<file path="config.mk">
export PLATFORM = sky130hd
export DESIGN_NAME = mandel_run_monitor
export DESIGN_NICKNAME = d
export VERILOG_FILES = /design/src/rtl/mandel_run_pkg.sv /design/src/rtl/mandel_run_chan.sv /design/src/rtl/mandel_run_monitor.sv
export SDC_FILE = /design/constraint.sdc
export NUM_CORES = 1
export LEC_CHECK = 0
export BUFFER_PORTS_ARGS = -buffer_cell sky130_fd_sc_hd__buf_2
export CAP_MARGIN = 15
export CORE_ASPECT_RATIO = 1.2
export CORE_MARGIN = 1
export CORE_UTILIZATION = 25
export CTS_CLUSTER_DIAMETER = 30
export DETAILED_ROUTE_END_ITERATION = 10
export MAX_ROUTING_LAYER = met4
export PLACE_DENSITY = 0.52
export SETUP_SLACK_MARGIN = 0.15
export SYNTH_ARGS = -nofsm -noshare
export SYNTH_HDL_FRONTEND = slang
export SYNTH_SLANG_ARGS = --single-unit
</file>
<file path="constraint.sdc">
create_clock -name clk -period 3.65 [get_ports clk]
set_input_delay 0.1825 -clock clk [delete_from_list [all_inputs] [get_ports clk]]
set_output_delay 0.1825 -clock clk [all_outputs]
set_load 0.01 [all_outputs]
</file>
<file path="src/rtl/mandel_run_pkg.sv">
// Shared state encoding, record layout and default timing for the Mandelbrot run monitor.
package mandel_run_pkg;

  typedef logic [1:0] state_t;

  localparam state_t StIdle  = 2'd0;
  localparam state_t StDelay = 2'd1;
  localparam state_t StRun   = 2'd2;
  localparam state_t StDrain = 2'd3;

  localparam int unsigned DefStartDelay = 20;
  localparam int unsigned DefTimeout    = 2 ** 20;

  // Record layout for the default configuration (up to 16 channels, 32-bit ret and counter).
  localparam int unsigned RecChW  = 4;
  localparam int unsigned RecRetW = 32;
  localparam int unsigned RecCntW = 32;

  typedef struct packed {
    logic [RecChW-1:0]  ch;
    logic [RecRetW-1:0] ret;
    logic [RecCntW-1:0] cycles;
    logic               timeout;
  } rec_t;

endpackage

</file>
<file path="src/rtl/mandel_run_chan.sv">
// One DUT channel: ready rising-edge detect, done flag and ret/cycles/timeout slot.
module mandel_run_chan #(
  parameter int unsigned RET_W = 32,
  parameter int unsigned CNT_W = 32
) (
  input  logic             clk,
  input  logic             reset,
  input  logic             clr,
  input  logic             run,
  input  logic             tmo,
  input  logic             ready,
  input  logic [RET_W-1:0] ret,
  input  logic [CNT_W-1:0] cnt,
  output logic             done,
  output logic             pend,
  output logic [RET_W-1:0] slot_ret,
  output logic [CNT_W-1:0] slot_cycles,
  output logic             slot_timeout
);

  logic             ready_q;
  logic             done_q, done_d;
  logic             pend_q, pend_d;
  logic             to_q, to_d;
  logic [RET_W-1:0] ret_q, ret_d;
  logic [CNT_W-1:0] cyc_q, cyc_d;
  logic             rise;

  assign rise = ready & ~ready_q;

  always_comb begin
    done_d = done_q;
    pend_d = pend_q;
    to_d   = to_q;
    ret_d  = ret_q;
    cyc_d  = cyc_q;
    if (clr) begin
      done_d = 1'b0;
      pend_d = 1'b0;
      to_d   = 1'b0;
      ret_d  = '0;
      cyc_d  = '0;
    end else if (run) begin
      // ret is taken one cycle after the ready edge so the DUT output can settle
      if (pend_q) begin
        ret_d  = ret;
        pend_d = 1'b0;
      end
      if (!done_q) begin
        if (tmo) begin
          done_d = 1'b1;
          to_d   = 1'b1;
          ret_d  = '0;
          cyc_d  = cnt;
        end else if (rise) begin
          done_d = 1'b1;
          pend_d = 1'b1;
          cyc_d  = cnt;
        end
      end
    end
  end

  always_ff @(posedge clk) begin
    if (!reset) begin
      ready_q <= 1'b0;
      done_q  <= 1'b0;
      pend_q  <= 1'b0;
      to_q    <= 1'b0;
      ret_q   <= '0;
      cyc_q   <= '0;
    end else begin
      ready_q <= ready;
      done_q  <= done_d;
      pend_q  <= pend_d;
      to_q    <= to_d;
      ret_q   <= ret_d;
      cyc_q   <= cyc_d;
    end
  end

  assign done         = done_q;
  assign pend         = pend_q;
  assign slot_ret     = ret_q;
  assign slot_cycles  = cyc_q;
  assign slot_timeout = to_q;

endmodule

</file>
<file path="src/rtl/mandel_run_monitor.sv">
// Multi-channel run harness: delayed start, per-channel cycle measurement, result streaming.
module mandel_run_monitor
  import mandel_run_pkg::*;
#(
  parameter int unsigned N_CH        = 4,
  parameter int unsigned RET_W       = 32,
  parameter int unsigned CNT_W       = 32,
  parameter int unsigned START_DELAY = DefStartDelay,
  parameter int unsigned TIMEOUT     = DefTimeout,
  localparam int unsigned ChW        = (N_CH > 1) ? $clog2(N_CH) : 1
) (
  input  logic                  clk,
  input  logic                  reset,
  input  logic                  go,
  output logic                  busy,
  output logic [N_CH-1:0]       dut_start,
  input  logic [N_CH-1:0]       dut_ready,
  input  logic [N_CH*RET_W-1:0] dut_ret,
  output logic                  res_valid,
  input  logic                  res_ready,
  output logic [ChW-1:0]        res_ch,
  output logic [RET_W-1:0]      res_ret,
  output logic [CNT_W-1:0]      res_cycles,
  output logic                  res_timeout
);

  state_t           state_q, state_d;
  logic [31:0]      dly_q, dly_d;
  logic [CNT_W-1:0] cnt_q, cnt_d;
  logic [ChW-1:0]   idx_q, idx_d, sel;
  logic             vld_q, vld_d;
  logic [ChW-1:0]   ch_q, ch_d;
  logic [RET_W-1:0] ret_q, ret_d;
  logic [CNT_W-1:0] cyc_q, cyc_d;
  logic             to_q, to_d;

  logic [N_CH-1:0]  done, pend, slot_to;
  logic [RET_W-1:0] slot_ret [N_CH];
  logic [CNT_W-1:0] slot_cyc [N_CH];
  logic [RET_W-1:0] mux_ret;
  logic [CNT_W-1:0] mux_cyc;
  logic             mux_to;
  logic             run, tmo, clr;

  assign run = (state_q == StRun);
  assign clr = (state_q == StIdle);
  assign tmo = run && ({32'd0, cnt_q} == (CNT_W + 32)'(TIMEOUT));

  for (genvar i = 0; i < N_CH; i++) begin : g_chan
    mandel_run_chan #(
      .RET_W(RET_W),
      .CNT_W(CNT_W)
    ) u_chan (
      .clk         (clk),
      .reset       (reset),
      .clr         (clr),
      .run         (run),
      .tmo         (tmo),
      .ready       (dut_ready[i]),
      .ret         (dut_ret[i*RET_W +: RET_W]),
      .cnt         (cnt_q),
      .done        (done[i]),
      .pend        (pend[i]),
      .slot_ret    (slot_ret[i]),
      .slot_cycles (slot_cyc[i]),
      .slot_timeout(slot_to[i])
    );
  end

  // RUN loads record 0; DRAIN loads the record after the one just accepted
  assign sel = run ? '0 : idx_q + ChW'(1);

  always_comb begin
    mux_ret = '0;
    mux_cyc = '0;
    mux_to  = 1'b0;
    for (int unsigned i = 0; i < N_CH; i++) begin
      if (ChW'(i) == sel) begin
        mux_ret = slot_ret[i];
        mux_cyc = slot_cyc[i];
        mux_to  = slot_to[i];
      end
    end
  end

  always_comb begin
    state_d = state_q;
    dly_d   = dly_q;
    cnt_d   = cnt_q;
    idx_d   = idx_q;
    vld_d   = vld_q;
    ch_d    = ch_q;
    ret_d   = ret_q;
    cyc_d   = cyc_q;
    to_d    = to_q;
    case (state_q)
      StIdle: begin
        cnt_d = '0;
        if (go) begin
          dly_d   = '0;
          state_d = (START_DELAY == 0) ? StRun : StDelay;
        end
      end
      StDelay: begin
        if (dly_q == START_DELAY - 1) state_d = StRun;
        else dly_d = dly_q + 32'd1;
      end
      StRun: begin
        if (cnt_q != {CNT_W{1'b1}}) cnt_d = cnt_q + CNT_W'(1);
        if ((&done) && !(|pend)) begin
          state_d = StDrain;
          idx_d   = '0;
          vld_d   = 1'b1;
          ch_d    = sel;
          ret_d   = mux_ret;
          cyc_d   = mux_cyc;
          to_d    = mux_to;
        end
      end
      StDrain: begin
        if (vld_q && res_ready) begin
          if (idx_q == ChW'(N_CH - 1)) begin
            vld_d   = 1'b0;
            state_d = StIdle;
          end else begin
            idx_d = sel;
            ch_d  = sel;
            ret_d = mux_ret;
            cyc_d = mux_cyc;
            to_d  = mux_to;
          end
        end
      end
      default: state_d = StIdle;
    endcase
  end

  always_ff @(posedge clk) begin
    if (!reset) begin
      state_q <= StIdle;
      dly_q   <= '0;
      cnt_q   <= '0;
      idx_q   <= '0;
      vld_q   <= 1'b0;
      ch_q    <= '0;
      ret_q   <= '0;
      cyc_q   <= '0;
      to_q    <= 1'b0;
    end else begin
      state_q <= state_d;
      dly_q   <= dly_d;
      cnt_q   <= cnt_d;
      idx_q   <= idx_d;
      vld_q   <= vld_d;
      ch_q    <= ch_d;
      ret_q   <= ret_d;
      cyc_q   <= cyc_d;
      to_q    <= to_d;
    end
  end

  assign busy        = (state_q != StIdle);
  assign dut_start   = {N_CH{run}};
  assign res_valid   = vld_q;
  assign res_ch      = ch_q;
  assign res_ret     = ret_q;
  assign res_cycles  = cyc_q;
  assign res_timeout = to_q;

endmodule

</file>
==> reports/qor.yml, run 1 <==
grt:
  met2_usage_pct: 27.00
  grt_overflow: 0
  antenna_found_initial: 2
  grtUsageTotal_pct: 16.37
  grt_pass1_vias: 16560
  top_usage_layer: "met2"
  grt_max_degree: 135
  grt_use_met1_pct: 19.01
  grt_pass1_wl_mm: 90.93
  gr-usage-met3_pct: 3.325
floorplan:
  design.core.area_um2: 69760
  num_rows: 106
  die-width_um: 244.7
  dieArea_um2: 71730
  io_pins: 209
  chipHeight_um: 293.2
  initial_core_util_pct: 25.32
critical_path:
  slowest_delay_ns: 0.52
  end_kind: "register"
  crit_type: "register to register"
  critPathSlowestCell: "nand2_2"
  crit_arrival_ns: 3.54
  crit_start: "state_q[0]$_SDFFE_PN0P_"
  crit_path_cell_trace: "inv_1 > ha_4 > inv_1 > o21ai_0 > nand2_2 > buf_4 > a211oi_1 > nor3_1"
  cp_common_cell: "inv_1"
  crit_fanout: 39
  worst-r2r-setup-slack_ns: 0.59
  cp.required_ns: 4.13
  timing.rr.start: "state_q[0]$_SDFFE_PN0P_"
  crit_buf_inv: 3
  crit_family: "buffers and inverters"
  startpoint_type: "register"
clocking:
  cts-root-buf: "clkbuf_16"
  post_cts_buffers: 0
  clk_latency_ns: 0.64
  cts.clk_slew.worst_paths_ns: 0.05
  cts_max_level: 3
  numCtsBuffers: 91
  cts.sinks: 408
  cts.path.max_buffers: 3
  tritoncts: "built"
timing:
  min_period_over_period_pct: 83.71
  worst_pin_slew_ns: 0.9643
  relSlewSlack_pct: 35.72
  hold_violations: 0
  setup_violations: 0
  maxSlewViolCount: 0
  final.setup.tns_ns: 0
  rsz0062_at_grt: "false"
  max_freq_mhz: 327.3
  fin_skew_ns: 0.03655
  timing.final.crit_period_ns: 3.056
yosys:
  synth_edf_count: 0
  ys_seq_area_share_pct: 46.24
  synth_cell_types: 70
  synth_ff_type: "dfxtp_1"
  syn_avg_cell_area_um2: 8.364
  ys.warnings.count: 0
  netlist_instances: 2112
  syn_area_um2: 17670
  synth-seq-cells: 408
  synth_nets: 2256
  async_reset_ff_share_pct: 0
power_and_ir_drop:
  p_clk_share_pct: 49.9
  power_mw: 16.88
  p_leak_nw: 8.990
  pwr-share-seq_pct: 28.2
  comb_power_share_pct: 21.9
  p_sw_share_pct: 32.27
  p_int_mw: 11.43
  power.switching_mw: 5.447
  cellPowerDensity_nw_per_um2: 700.0
  ir_worst_vdd_v: 0.0003611
routing:
  antenna_left: 0
  via_count: 16640
  wl_mm: 58.52
  drtIter0Drc: 828
  viasPerCell: 4.885
  dr.pass1.iters: 5
  routedWlPerCell_um: 17.18
  drc_errors: 0
outcome:
  status: "completed"
placed_design:
  placedCellCount: 3104
  placed_cell_area_um2: 19550
  routabilityCongestion: 0.8490
  io_buffer_count: 208
  dp_hpwl_mm: 38.21
final_layout:
  fill_cells: 7137
  fin_area_um2: 24110
  drive_gt1_share_pct: 17.98
  area_growth_pct: 36.50
  fin_nets: 2555
  final_common_cell: "nand2_1"
  utilization_pct: 34.57
  finalNonFillerCells: 3407
  final_cell_mix: "520 x nand2_1, 407 x dfxtp_1, 293 x a21oi_1"
job:
  max_cap_violations: 0
worst_hold_path:
  min_from: "reset"
  hp-class: "primary input to register"
==> state kept, by name, summed over array words and instances, names as in the netlist, 2 cells and up <==
name	cells
dly_q	32
res_cycles	32
g_chan.u_chan.slot_timeout	4
g_chan.u_chan.slot_ret	128
state_q	2
idx_q	2
cnt_q	32
res_ret	32
g_chan.u_chan.slot_cycles	128
res_ch	2
g_chan.u_chan.ready_q	4
g_chan.u_chan.done	4
g_chan.u_chan.pend	4
==> through the flow <==
stage	hold slack [ns]	setup slack, ns
after floorplan	0.3042	1.468
final	0.04868	0.5945
after CTS	0.01030	0.5662
after detailed placement	0.4062	0.5649
after global routing	0.03539	0.3216
after global placement	0.4014	0.6585
==> logic make-up (layout without fill, tap and decap cells) <==
kind of cell | Yosys count | count (layout) | synth area share [%]
buffers and inverters | 188 | 562 | 4.462
xor gates and xnor gates | 4 | 4 | 0.1984
adders and majority gates | 8 | 8 | 0.5666
muxes | 198 | 198 | 11.32
and+or+nand+nor | 825 | 825 | 21.06
other | 0 | 3 | 0
AOI/OAI and AO/OA | 481 | 481 | 16.16
DFF | 408 | 408 | 46.24
==> cell usage after synthesis (all sizes together), types with 15 or more instances <==
master / count / area (um^2)
nor3: 78 / 401.6
clkbuf: 117 / 440.4
mux2i: 184 / 1842
nand2: 522 / 1962
buf: 52 / 276.5
or3: 27 / 168.9
nand4: 30 / 209.0
nor2: 55 / 209.0
inv: 19 / 71.32
dfxtp: 408 / 8168
a21oi: 295 / 1480
nor4: 15 / 106.4
o221ai: 52 / 455.4
nand3: 30 / 150.1
o21ai: 56 / 287.8
==> path summary, 6_finish.rpt <==
kind	endpoint	depth (start not counted)
worst max register to register	res_ret[5]$_SDFFE_PN0P_	8
worst max-delay path	res_ret[5]$_SDFFE_PN0P_	8
worst min register to register	res_cycles[20]$_SDFFE_PN0P_	2
worst min-delay path	dly_q[16]$_SDFFE_PN0P_	2
==> layout make-up <==
class                      instances  area [um^2]  area share, %
antenna                            3        7.507        0.03113
sequential                       408         8172          33.89
inverter                          19        71.32         0.2958
tap                              918         1149          4.763
timing repair buffer             375         2675          11.09
clock inverter                    49        685.7          2.843
multi-input combinational       1516         8802          36.50
clock buffer                     119         2552          10.58
==> metal layers <==
metal | wire length [um] | share of wire (%)
met5 | 0 | 0
met3 | 3681 | 6.3
met1 | 24900 | 43
met2 | 27930 | 48
met4 | 2011 | 3.4
==> power groups by stage <==
stage | sequential (mW) | clock (mW) | combinational, mW
after floorplan | 4.85 | 0 | 2.28
after global placement | 4.83 | 0 | 3.55
after detailed placement | 4.84 | 0 | 3.58
after CTS | 4.76 | 8.55 | 3.70
after global routing | 4.77 | 8.80 | 3.99
final | 4.76 | 8.42 | 3.70
==> what timing repair did <==
action	in CTS	in global routing
gates resized for setup	0	0
hold endpoints to repair	132	0
hold buffers	132	0
Power figures use the tool's default switching activity.
==> run 2, diff against run 1 <==
--- a/config.mk
+++ b/config.mk
@@ -13,7 +13,7 @@
 export CTS_CLUSTER_DIAMETER = 30
 export DETAILED_ROUTE_END_ITERATION = 10
 export MAX_ROUTING_LAYER = met4
-export PLACE_DENSITY = 0.52
+export PLACE_DENSITY = 0.53
 export SETUP_SLACK_MARGIN = 0.15
 export SYNTH_ARGS = -nofsm -noshare
 export SYNTH_HDL_FRONTEND = slang
==> constraint.sdc (replaced) <==
create_clock -name clk -period 2.56 [get_ports clk]
set_input_delay 0.128 -clock clk [delete_from_list [all_inputs] [get_ports clk]]
set_output_delay 0.128 -clock clk [all_outputs]
set_load 0.01 [all_outputs]
==> run 2 against run 1 <==
- first-iteration DRC count increased by 3.5%
- largest cell class unchanged
- critical endpoint is now g_chan[0].u_chan.slot_cycles[20]$_SDFFE_PP0P_
- sequential power grew 42%
- highest routed layer unchanged
- register-to-register slack lost 0.29 ns
- clock power rose by 37%
- non-clock buffer count increased by 32
- sequential share of layout area decreased by 0.18 points
- maximum frequency rose by 35%
- total power up 41%
- critical path depth fell by 2
- count of clock-buffer cells in the layout fell by 18
- combinational power up 49%
- critical path type unchanged
- via count is 0.75% higher
==> reports/qor.yml, run 2 (synthesized netlist as in run 1, its figures left out) <==
floorplan:
  io_pins: 209
  initial_core_util_pct: 25.32
  die-width_um: 244.7
  dieArea_um2: 71730
  num_rows: 106
  chipHeight_um: 293.2
  design.core.area_um2: 69760
grt:
  grtUsageTotal_pct: 16.60
  grt_pass1_vias: 16890
  grt_overflow: 0
  antenna_found_initial: 1
  grt_pass1_wl_mm: 92.26
  grt_max_degree: 95
critical_path:
  crit_type: "register to register"
  crit_fanout: 22
  end_kind: "register"
  crit_arrival_ns: 2.77
  startpoint_type: "register"
  cp.required_ns: 3.07
placed_design:
  placed_cell_area_um2: 19840
  dp_hpwl_mm: 39.00
  io_buffer_count: 208
  routabilityCongestion: 0.8695
power_and_ir_drop:
  cellPowerDensity_nw_per_um2: 980.7
  p_int_mw: 16.17
  p_sw_share_pct: 31.98
  ir_worst_vdd_v: 0.0006049
  pwr-share-seq_pct: 28.5
  p_leak_nw: 9.063
  comb_power_share_pct: 23.2
  power.switching_mw: 7.603
  p_clk_share_pct: 48.4
clocking:
  tritoncts: "built"
  numCtsBuffers: 83
  cts_max_level: 3
  cts-root-buf: "clkbuf_16"
  cts.path.max_buffers: 3
  clk_latency_ns: 0.61
  cts.sinks: 408
  cts.clk_slew.worst_paths_ns: 0.05
outcome:
  status: "completed"
timing:
  timing.final.crit_period_ns: 2.259
  relSlewSlack_pct: 57.30
  fin_skew_ns: 0.02131
  hold_violations: 0
  setup_violations: 0
  worst_pin_slew_ns: 0.6396
  min_period_over_period_pct: 88.24
  maxSlewViolCount: 0
  final.setup.tns_ns: 0
  max_freq_mhz: 442.7
  rsz0062_at_grt: "true"
routing:
  drtIter0Drc: 857
  via_count: 16770
  viasPerCell: 4.899
  wl_mm: 59.06
  drc_errors: 0
  dr.pass1.iters: 7
  antenna_left: 0
  routedWlPerCell_um: 17.25
final_layout:
  utilization_pct: 34.75
  fill_cells: 7166
  final_common_cell: "nand2_1"
  area_growth_pct: 37.23
  final_cell_mix: "520 x nand2_1, 407 x dfxtp_1, 293 x a21oi_1"
  drive_gt1_share_pct: 18.97
  fin_nets: 2579
  fin_area_um2: 24240
job:
  max_cap_violations: 0
worst_hold_path:
  hp-class: "primary input to register"
-- run 2: critical path: stages, from the launching register on --
cell and delay, ns:
dfxtp_1 0.38, nor4_1 0.51, nand4_1 0.26, or2_4 0.34, a21oi_2 0.20, buf_12 0.24
mux2i_1 0.23
-- run 2: cell type report --
class                   instances  area [um^2]  area share (%)
multi-input cells            1516         8823           36.40
flip-flops and latches        408         8172           33.71
repair buffers                407         2993           12.35
clock buffers                 101         2308           9.523
well taps                     918         1149           4.738
clock inverters                53        723.2           2.983
inverters                      19        71.32          0.2942
diodes                          1        2.502         0.01032
-- run 2: final timing paths --
| kind | start | end | slack [ns] | depth (start not counted) |
|---|---|---|---|---|
| setup / recovery | cnt_q[2]$_SDFFE_PN0P_ | g_chan[0].u_chan.slot_cycles[20]$_SDFFE_PP0P_ | 0.30 | 6 |
| hold / removal | res_ready | res_valid$_SDFFE_PN0P_ | 0.26 | 5 |
| setup reg to reg | cnt_q[2]$_SDFFE_PN0P_ | g_chan[0].u_chan.slot_cycles[20]$_SDFFE_PP0P_ | 0.30 | 6 |
| hold reg to reg | res_ch[0]$_SDFFE_PN0P_ | res_ch[0]$_SDFFE_PN0P_ | 0.45 | 2 |
-- run 2: routing by layer --
metal	share of wire [%]	wire, um	vias up	global-route usage [%]
met1	43	25200	7973	19.41
met4	2.8	1678	0	7.393
li1	-	-	8124	-
met3	6.1	3602	109	3.133
met5	0	0	-	-
met2	48	28580	562	27.53
-- run 2: stage by stage --
stage | hold slack, ns | std cells | setup slack [ns] | total power, mW
after global routing | 0.2442 | 3423 | 0.1252 | 24.76
after CTS | 0.2035 | 3421 | 0.2031 | 23.98
after floorplan | 0.2497 | 2112 | 0.3782 | 10.18
after global placement | 0.3481 | 3134 | 0.2505 | 12.16
after detailed placement | 0.3514 | 3134 | 0.2156 | 12.22
final | 0.2550 | 3423 | 0.3010 | 23.77
-- run 2: power by group through the flow --
stage	combinational, mW	clock (mW)	sequential (mW)
CTS	5.50	11.7	6.77
detailed placement	5.32	0	6.90
floorplan	3.26	0	6.92
global route	5.92	12.0	6.79
global placement	5.27	0	6.88
finish	5.51	11.5	6.77
-- run 2: timing repair --
| item | CTS | global route |
|---|---|---|
| gates resized for setup | 0 | 6 |
| hold endpoints to repair | 136 | 0 |
| hold buffers | 133 | 0 |
| setup buffers | 0 | 1 |
| setup endpoints to repair | 0 | 108 |
==> run 3, diff against run 2 <==
--- a/config.mk
+++ b/config.mk
@@ -13,7 +13,6 @@
 export CTS_CLUSTER_DIAMETER = 30
 export DETAILED_ROUTE_END_ITERATION = 10
 export MAX_ROUTING_LAYER = met4
-export PLACE_DENSITY = 0.53
 export SETUP_SLACK_MARGIN = 0.15
 export SYNTH_ARGS = -nofsm -noshare
 export SYNTH_HDL_FRONTEND = slang
==> run 3 against run 2 <==
- core utilization grew 0.41 points
- wire length grew 0.21%
- register-to-register slack gained 0.03 ns
- count of clock-buffer cells in the layout grew 13
- die area is the same
- worst setup slack gained 0.027 ns
- sequential power is essentially flat
- critical endpoint is now dly_q[25]$_SDFFE_PN0P_
==> reports/qor.yml, run 3 (synthesized netlist as in run 1, its figures left out) <==
outcome:
  status: "completed"
clocking:
  numCtsBuffers: 91
  clk_latency_ns: 0.61
  cts.clk_slew.worst_paths_ns: 0.05
  cts.path.max_buffers: 3
  cts-root-buf: "clkbuf_16"
  cts.sinks: 408
  tritoncts: "built"
  cts_max_level: 3
critical_path:
  end_kind: "register"
  timing.rr.start: "dly_q[2]$_SDFFE_PN0P_"
  crit_type: "register to register"
  crit_path_cell_trace: "nand4_2 > or4_1 > or4_1 > a21oi_1 > a21o_1"
  rr_worst_depth: 5
  cp_common_cell: "or4_1"
  crit_arrival_ns: 2.78
  crit_fanout: 7
  slowest_delay_ns: 0.69
  worst-r2r-setup-slack_ns: 0.33
  cp.required_ns: 3.11
  critPathSlowestCell: "or4_1"
  reg2reg_to: "dly_q[25]$_SDFFE_PN0P_"
  startpoint_type: "register"
timing:
  hold_violations: 0
  max_freq_mhz: 448.1
  relSlewSlack_pct: 56.09
  min_period_over_period_pct: 87.18
  fin_skew_ns: 0.02151
  final.setup.tns_ns: 0
  setup_violations: 0
  worst_pin_slew_ns: 0.6587
  timing.final.crit_period_ns: 2.232
  rsz0062_at_grt: "false"
  maxSlewViolCount: 0
routing:
  via_count: 16580
  antenna_left: 0
  dr.pass1.iters: 5
  drc_errors: 0
  wl_mm: 59.19
  viasPerCell: 4.818
  drtIter0Drc: 1027
  routedWlPerCell_um: 17.20
floorplan:
  num_rows: 106
  die-width_um: 244.7
  io_pins: 209
  dieArea_um2: 71730
  initial_core_util_pct: 25.32
  design.core.area_um2: 69760
  chipHeight_um: 293.2
grt:
  grt_pass1_wl_mm: 91.21
  grt_overflow: 0
  grt_pass1_vias: 16440
  antenna_found_initial: 5
  grtUsageTotal_pct: 16.54
  grt_max_degree: 89
placed_design:
  routabilityCongestion: 0.8370
  io_buffer_count: 208
  placed_cell_area_um2: 19970
  dp_hpwl_mm: 37.12
final_layout:
  fin_area_um2: 24530
  final_common_cell: "nand2_1"
  fin_nets: 2587
  drive_gt1_share_pct: 19.37
  final_cell_mix: "520 x nand2_1, 407 x dfxtp_1, 293 x a21oi_1"
  area_growth_pct: 38.86
  fill_cells: 7143
power_and_ir_drop:
  cellPowerDensity_nw_per_um2: 989.1
  p_leak_nw: 9.174
  ir_worst_vdd_v: 0.0006273
worst_hold_path:
  hold_end: "dly_q[0]$_SDFFE_PN0P_"
  min_from: "go"
  hold_depth: 4
  hp-class: "primary input to register"
job:
  max_cap_violations: 0
-- run 3: critical path, delay by kind of cell, from the launching register on --
family	cells	cell delay [ns]
AOI/OAI and AO/OA	2	0.27
DFF	1	0.50
and+or+nand+nor	3	1.41
-- run 3: through the flow --
step | total power, mW | hold WS [ns] | worst slack (ns) | utilization [%] | std cells
floorplan | 10.18 | 0.2497 | 0.3782 | - | 2112
global placement | 12.34 | 0.3460 | 0.2050 | 28.63 | 3134
detailed placement | 12.33 | 0.3492 | 0.1456 | 28.63 | 3134
CTS | 24.42 | 0.05778 | 0.2005 | 35.07 | 3436
global route | 25.28 | 0.1049 | 0.1463 | 35.16 | 3441
finish | 24.26 | 0.09302 | 0.3281 | 35.16 | 3441
-- run 3: how the worst max path moves through the flow --
stage	from	endpoint	slack [ns]	depth (start not counted)
global route	state_q[0]$_SDFFE_PN0P_	g_chan[0].u_chan.slot_cycles[2]$_SDFFE_PP0P_	0.15	8
detailed placement	cnt_q[1]$_SDFFE_PN0P_	g_chan[0].u_chan.slot_cycles[10]$_SDFFE_PP0P_	0.15	8
CTS	cnt_q[1]$_SDFFE_PN0P_	g_chan[0].u_chan.slot_cycles[2]$_SDFFE_PP0P_	0.20	8
global placement	cnt_q[1]$_SDFFE_PN0P_	g_chan[0].u_chan.slot_cycles[7]$_SDFFE_PP0P_	0.21	8
floorplan	state_q[0]$_SDFFE_PN0P_	g_chan[2].u_chan.slot_ret[10]$_SDFFE_PP0P_	0.38	11
finish	dly_q[2]$_SDFFE_PN0P_	dly_q[25]$_SDFFE_PN0P_	0.33	5
-- run 3: layout make-up --
class | count | area [um^2] | area share [%]
clock inverters | 55 | 621.8 | 2.535
diodes | 4 | 10.01 | 0.04081
well taps | 918 | 1149 | 4.682
clock buffers | 114 | 2537 | 10.34
repair buffers | 406 | 3102 | 12.64
multi-input cells | 1517 | 8866 | 36.14
inverters | 19 | 72.57 | 0.2958
flip-flops and latches | 408 | 8172 | 33.31
-- run 3: timing repair --
action / 4_1_cts / 5_1_grt
setup buffers: 0 / 0
endpoints found under the hold margin: 136 / 0
gates resized for setup: 1 / 10
setup endpoints to repair: 1 / 182
hold buffers: 133 / 0
cloned: 0 / 1
pin swaps: 0 / 2
-- run 3: metal layers --
layer | wire (um) | track usage [%] | up-vias | share of wire (%)
met5 | 0 | - | - | 0
met4 | 1790 | 7.530 | 0 | 3.0
met3 | 3550 | 3.498 | 125 | 6.0
met2 | 28170 | 26.72 | 512 | 48
met1 | 25670 | 19.63 | 7797 | 43
li1 | - | - | 8144 | -
-- run 3: where the power goes --
group / internal, mW / switching (mW)
clock: 7.96 / 3.89
combinational: 1.89 / 3.74
sequential: 6.60 / 0.188
total: 16.4 / 7.81
